File: config.mk
export PLATFORM = sky130hd
export DESIGN_NAME = lif_neuron_array
export DESIGN_NICKNAME = d
export VERILOG_FILES = /design/src/rtl/snn_pkg.sv /design/src/rtl/lif_neuron_core.sv /design/src/rtl/lif_neuron_array.sv
export SDC_FILE = /design/constraint.sdc
export NUM_CORES = 1
export LEC_CHECK = 0
export BUFFER_PORTS_ARGS = -buffer_cell sky130_fd_sc_hd__buf_2
export CAP_MARGIN = 0
export CELL_PAD_IN_SITES_DETAIL_PLACEMENT = 1
export CELL_PAD_IN_SITES_GLOBAL_PLACEMENT = 2
export CORE_MARGIN = 2
export CORE_UTILIZATION = 33
export DETAILED_ROUTE_END_ITERATION = 16
export GPL_TIMING_DRIVEN = 0
export HOLD_SLACK_MARGIN = 0.08
export PLACE_DENSITY_LB_ADDON = 0.1
export SLEW_MARGIN = 10
export SYNTH_ARGS = -nofsm -noshare
export SYNTH_HDL_FRONTEND = slang
export SYNTH_HIERARCHICAL = 1
export SYNTH_SLANG_ARGS = --single-unit
File: constraint.sdc
create_clock -name clk -period 3.4 [get_ports clk]
set_clock_uncertainty 0.1 [all_clocks]
set_input_delay 0.51 -clock clk [delete_from_list [all_inputs] [get_ports clk]]
set_output_delay 0.51 -clock clk [all_outputs]
set_load 0.01 [all_outputs]
File: src/rtl/snn_pkg.sv
// Shared constants for the spiking-neuron blocks: membrane reset modes and
// the refractory-counter width rule.
package snn_pkg;

    localparam int RESET_ZERO     = 0;
    localparam int RESET_SUBTRACT = 1;

    // A neuron without a refractory period still gets a 1-bit counter that stays at zero.
    function automatic int refr_width(input int refractory);
        return (refractory > 0) ? $clog2(refractory + 1) : 1;
    endfunction

endpackage

File: src/rtl/lif_neuron_core.sv
// One leaky integrate-and-fire neuron: saturating leak+input sum, threshold
// compare, selectable post-spike reset and an optional refractory period.
module lif_neuron_core
    import snn_pkg::*;
#(
    parameter int W          = 8,
    parameter int LEAK_SHIFT = 2,
    parameter int REFRACTORY = 0,
    parameter int RESET_MODE = RESET_ZERO
) (
    input  logic         clk,
    input  logic         reset,
    input  logic         in_valid,
    input  logic [W-1:0] syn_in,
    input  logic [W-1:0] threshold,
    output logic         spike
);

    localparam int RW = refr_width(REFRACTORY);

    logic [W-1:0]  state;
    logic [RW-1:0] refr_cnt;
    logic [W-1:0]  leaked;
    logic [W:0]    raw_sum;
    logic [W-1:0]  sum;
    logic          fire;
    logic [W-1:0]  post_spike;

    // The sum is formed one bit wider so an overflow clamps instead of wrapping.
    always_comb begin
        leaked     = state >> LEAK_SHIFT;
        raw_sum    = {1'b0, syn_in} + {1'b0, leaked};
        sum        = raw_sum[W] ? {W{1'b1}} : raw_sum[W-1:0];
        fire       = (sum >= threshold);
        post_spike = (RESET_MODE == RESET_SUBTRACT) ? (sum - threshold) : '0;
    end

    always_ff @(posedge clk or negedge reset) begin
        if (!reset) begin
            state    <= '0;
            refr_cnt <= '0;
            spike    <= 1'b0;
        end else if (!in_valid) begin
            spike <= 1'b0;
        end else if (refr_cnt != '0) begin
            refr_cnt <= refr_cnt - 1'b1;
            state    <= '0;
            spike    <= 1'b0;
        end else if (fire) begin
            spike    <= 1'b1;
            refr_cnt <= RW'(REFRACTORY);
            state    <= post_spike;
        end else begin
            spike <= 1'b0;
            state <= sum;
        end
    end

endmodule

File: src/rtl/lif_neuron_array.sv
// N_NEURONS independent LIF neurons sharing one threshold and timestep strobe;
// spikes appear one cycle after the accepted step, qualified by out_valid.
module lif_neuron_array
    import snn_pkg::*;
#(
    parameter int N_NEURONS  = 4,
    parameter int W          = 8,
    parameter int LEAK_SHIFT = 2,
    parameter int REFRACTORY = 0,
    parameter int RESET_MODE = RESET_ZERO
) (
    input  logic                   clk,
    input  logic                   reset,
    input  logic                   in_valid,
    input  logic [N_NEURONS*W-1:0] syn_in,
    input  logic [W-1:0]           threshold,
    output logic [N_NEURONS-1:0]   spike,
    output logic                   out_valid
);

    for (genvar i = 0; i < N_NEURONS; i++) begin : g_lane
        lif_neuron_core #(
            .W          (W),
            .LEAK_SHIFT (LEAK_SHIFT),
            .REFRACTORY (REFRACTORY),
            .RESET_MODE (RESET_MODE)
        ) u_core (
            .clk       (clk),
            .reset     (reset),
            .in_valid  (in_valid),
            .syn_in    (syn_in[i*W +: W]),
            .threshold (threshold),
            .spike     (spike[i])
        );
    end

    always_ff @(posedge clk or negedge reset) begin
        if (!reset) begin
            out_valid <= 1'b0;
        end else begin
            out_valid <= in_valid;
        end
    end

endmodule
==> metrics.txt <==
Root Driver=clkbuf_8; via count=2,901; Antenna Nets Post-Route=0; total gr overflow=0; Final Hold Viols=0; Inserted Clock Buffers=5; Skew-Pair Late Insertion Delay=0.28 ns; post-route cell area=between 4000 and 5000 um2; gp weighted congestion=0.7154; Achievable Freq=between 300 and 400 MHz; final setup vio count=0; Hold Slack=0.1781 ns; Worst path max stage delay=slightly above 0.4 ns; most common cell after layout, fill and taps aside=buf_2; routing usage on met2=between 20% and 30%; crit path kind=reg -> reg; DRC=0; Clk network pwr share=8.3%; Slew headroom=52.92%; Post-layout nets=about 540; Pint=0.001998 W; Area Overhead vs Synth=39.47%; power per cell area=758.3 nW/um2; Net Sw Power=roughly 0.0015 W; met3 Usage GRT=2.643%; Worst Path Required=3.47 ns; critical path fanouts, max=4; drt first pass iters=5; multi-input logic area=2944 um2; share of layout cells above drive strength 1=39.22%; max-slew violation count=0; Worst Reg-to-Reg Cells=12; CTS tree=built; Clock Pin Slew Worst Setup and Hold Paths=0.07 ns; DP Area=about 3700 um2; DIE AREA=10,720 um2; CP Launch Type=flop; initial DRC count=54; I/O pins=48; Switching Share=between 40 and 50%; Port Buffers=47; Peak VDD IR=0.0002535 V; period utilisation layout=97.22%; vias in the first global route=2,983; crit path time final=3.305 ns; most used routing layer=met2; yosys warns=6; worst hold-check path type=in -> async; Global Route Usage Sum=between 10% and 20%; CTS sink cnt=29; sequential cell area=725.7 um2; sequential cell area fraction in the yosys report=between 20% and 30%; worst-path cell with the longest stage delay=dfrtp_1; Combinational Power Share=about 75%; initial core utilization=33.75%; status=finished, final reports clean; total wire length=8.699 mm; #FFs+latches synth=29; Tot Pwr=0.003456 W; Filler Cell Count=1,106; core area=9684 um2; Post-Syn Area per Cell=9.258 um2; commonest cells after routing, fill and taps aside=buf_2, inv_1, ha_1, dfrtp_1, nor2_1; Gate Count Post-Synth=353; Die X=between 100 and 150 um; CP Cell Sequence=ha_4, fa_2, a21o_4, a221oi_4, or2_4, buf_6, nand4_4, ha_4, nand4_1, o31a_1, buf_6, a31o_4; drt wl/cell=approximately 15 um; Slew @ Worst Pin=0.7063 ns; syn nets=456; ANT cells=0; Post-synth EDFFs=0; drt via density=roughly 5; Detailed Place HPWL=6.551 mm; total placed cells including tap cells=533; crit path DAT=3.38 ns; main flop type after synthesis=dfrtp_1; Crit path max-delay family=compound AO/OA/AOI/OAI gates; Placement Rows=36; height of the die=103.5 um; Netlist Area Pre-Place=3268 um2; largest net degree at the start of global routing=30; Lkg Pwr=2.177 nW; RSZ-0062 raised after global routing=yes; initial antenna violation count=0; H-tree levels=2; clk buf depth=2; maxcap violations=0; met1 Usage GRT=19.75%; ys async rst share=100.0%; global-route wire length before repair=14.11 mm; Worst path depth=12; Netlist cell types=39; crit path capture type=flop; crit path buf inv count=2; final cell count without fillers=between 500 and 600; sequential power share=roughly 16%
-- cell usage after synthesis, types with 8 or more instances --
library cell | n | share of area (%)
a21oi_1 | 8 | 1.2
mux2_2 | 8 | 2.8
nand2_1 | 9 | 1.0
o21ai_0 | 16 | 2.5
ha_1 | 56 | 21
a21o_1 | 8 | 1.8
nor2b_1 | 23 | 4.4
nor2_1 | 28 | 3.2
nand3_1 | 8 | 1.2
inv_1 | 40 | 4.6
nand2b_1 | 11 | 2.1
dfrtp_1 | 29 | 22
a2111oi_0 | 8 | 2.1
a31o_2 | 8 | 2.1
-- final cells by class --
| class | instances | share of cell area, % |
|---|---|---|
| Buffer | 4 | 0.4392 |
| Clock buffer | 8 | 1.757 |
| Inverter | 40 | 3.294 |
| Multi-Input combinational cell | 280 | 64.59 |
| Sequential cell | 29 | 15.92 |
| Tap cell | 133 | 3.651 |
| Timing Repair Buffer | 75 | 10.35 |
-- power by group through the flow --
stage                     sequential, W  clock (W)  combinational, W
after floorplan                0.000543          0           0.00138
after global placement         0.000563          0           0.00172
after detailed placement       0.000566          0           0.00179
after CTS                      0.000563   0.000298           0.00205
after global routing           0.000583   0.000312           0.00290
final                          0.000567   0.000285           0.00260
-- routing by layer --
metal,share of wire [%],vias to the layer above,wire length (um)
met4,0.39,0,34
li1,-,1454,-
met1,46,1412,4021
met3,2.4,4,210
met2,51,31,4433
met5,0,-,0
-- worst paths after layout --
path                                                          to                                   from  slack (ns)
max                        g_lane[0].u_core/state[3]$_DFFE_PN0P_  g_lane[0].u_core/state[2]$_DFFE_PN0P_        0.09
min                        g_lane[3].u_core/state[3]$_DFFE_PN0P_                                  reset        0.18
max reg2reg                g_lane[0].u_core/state[3]$_DFFE_PN0P_  g_lane[0].u_core/state[2]$_DFFE_PN0P_        0.09
min reg2reg                g_lane[0].u_core/state[6]$_DFFE_PN0P_  g_lane[0].u_core/state[6]$_DFFE_PN0P_        0.44
max in group asynchronous       g_lane[2].u_core/spike$_DFF_PN0_                                  reset        2.57
min in group clk           g_lane[0].u_core/state[6]$_DFFE_PN0P_  g_lane[0].u_core/state[6]$_DFFE_PN0P_        0.44
-- cells by family after synthesis --
family / count (synthesis) / synth area share (%)
compound gates: 88 / 22.51
xor+xnor: 8 / 2.144
fa+ha+maj: 60 / 23.89
buf+inv: 44 / 5.207
flops: 29 / 22.21
mux: 12 / 3.982
simple gates: 112 / 20.06
-- sequential cells by signal, summed over array words and instances (netlist names) --
signal	count
g_lane.u_core/spike	4
g_lane.u_core/state	24
out_valid	1
-- stage by stage --
step	util (%)	TNS, ns	setup slack (ns)
floorplan	-	0	0.02351
CTS	40.94	0	0.001743
finish	47.07	0	0.09456
detailed placement	37.89	-11.57	-0.5602
global placement	37.89	-10.40	-0.5062
global route	47.07	-0.3405	-0.05110
-- repair_timing --
| item | CTS | global route |
|---|---|---|
| setup endpoints to repair | 28 | 25 |
| buffers inserted | 14 | 14 |
| pin swaps | 14 | 35 |
| resized for setup | 22 | 71 |
| hold buffers | 0 | 0 |
No activity file was read; power rests on OpenSTA's default activity.
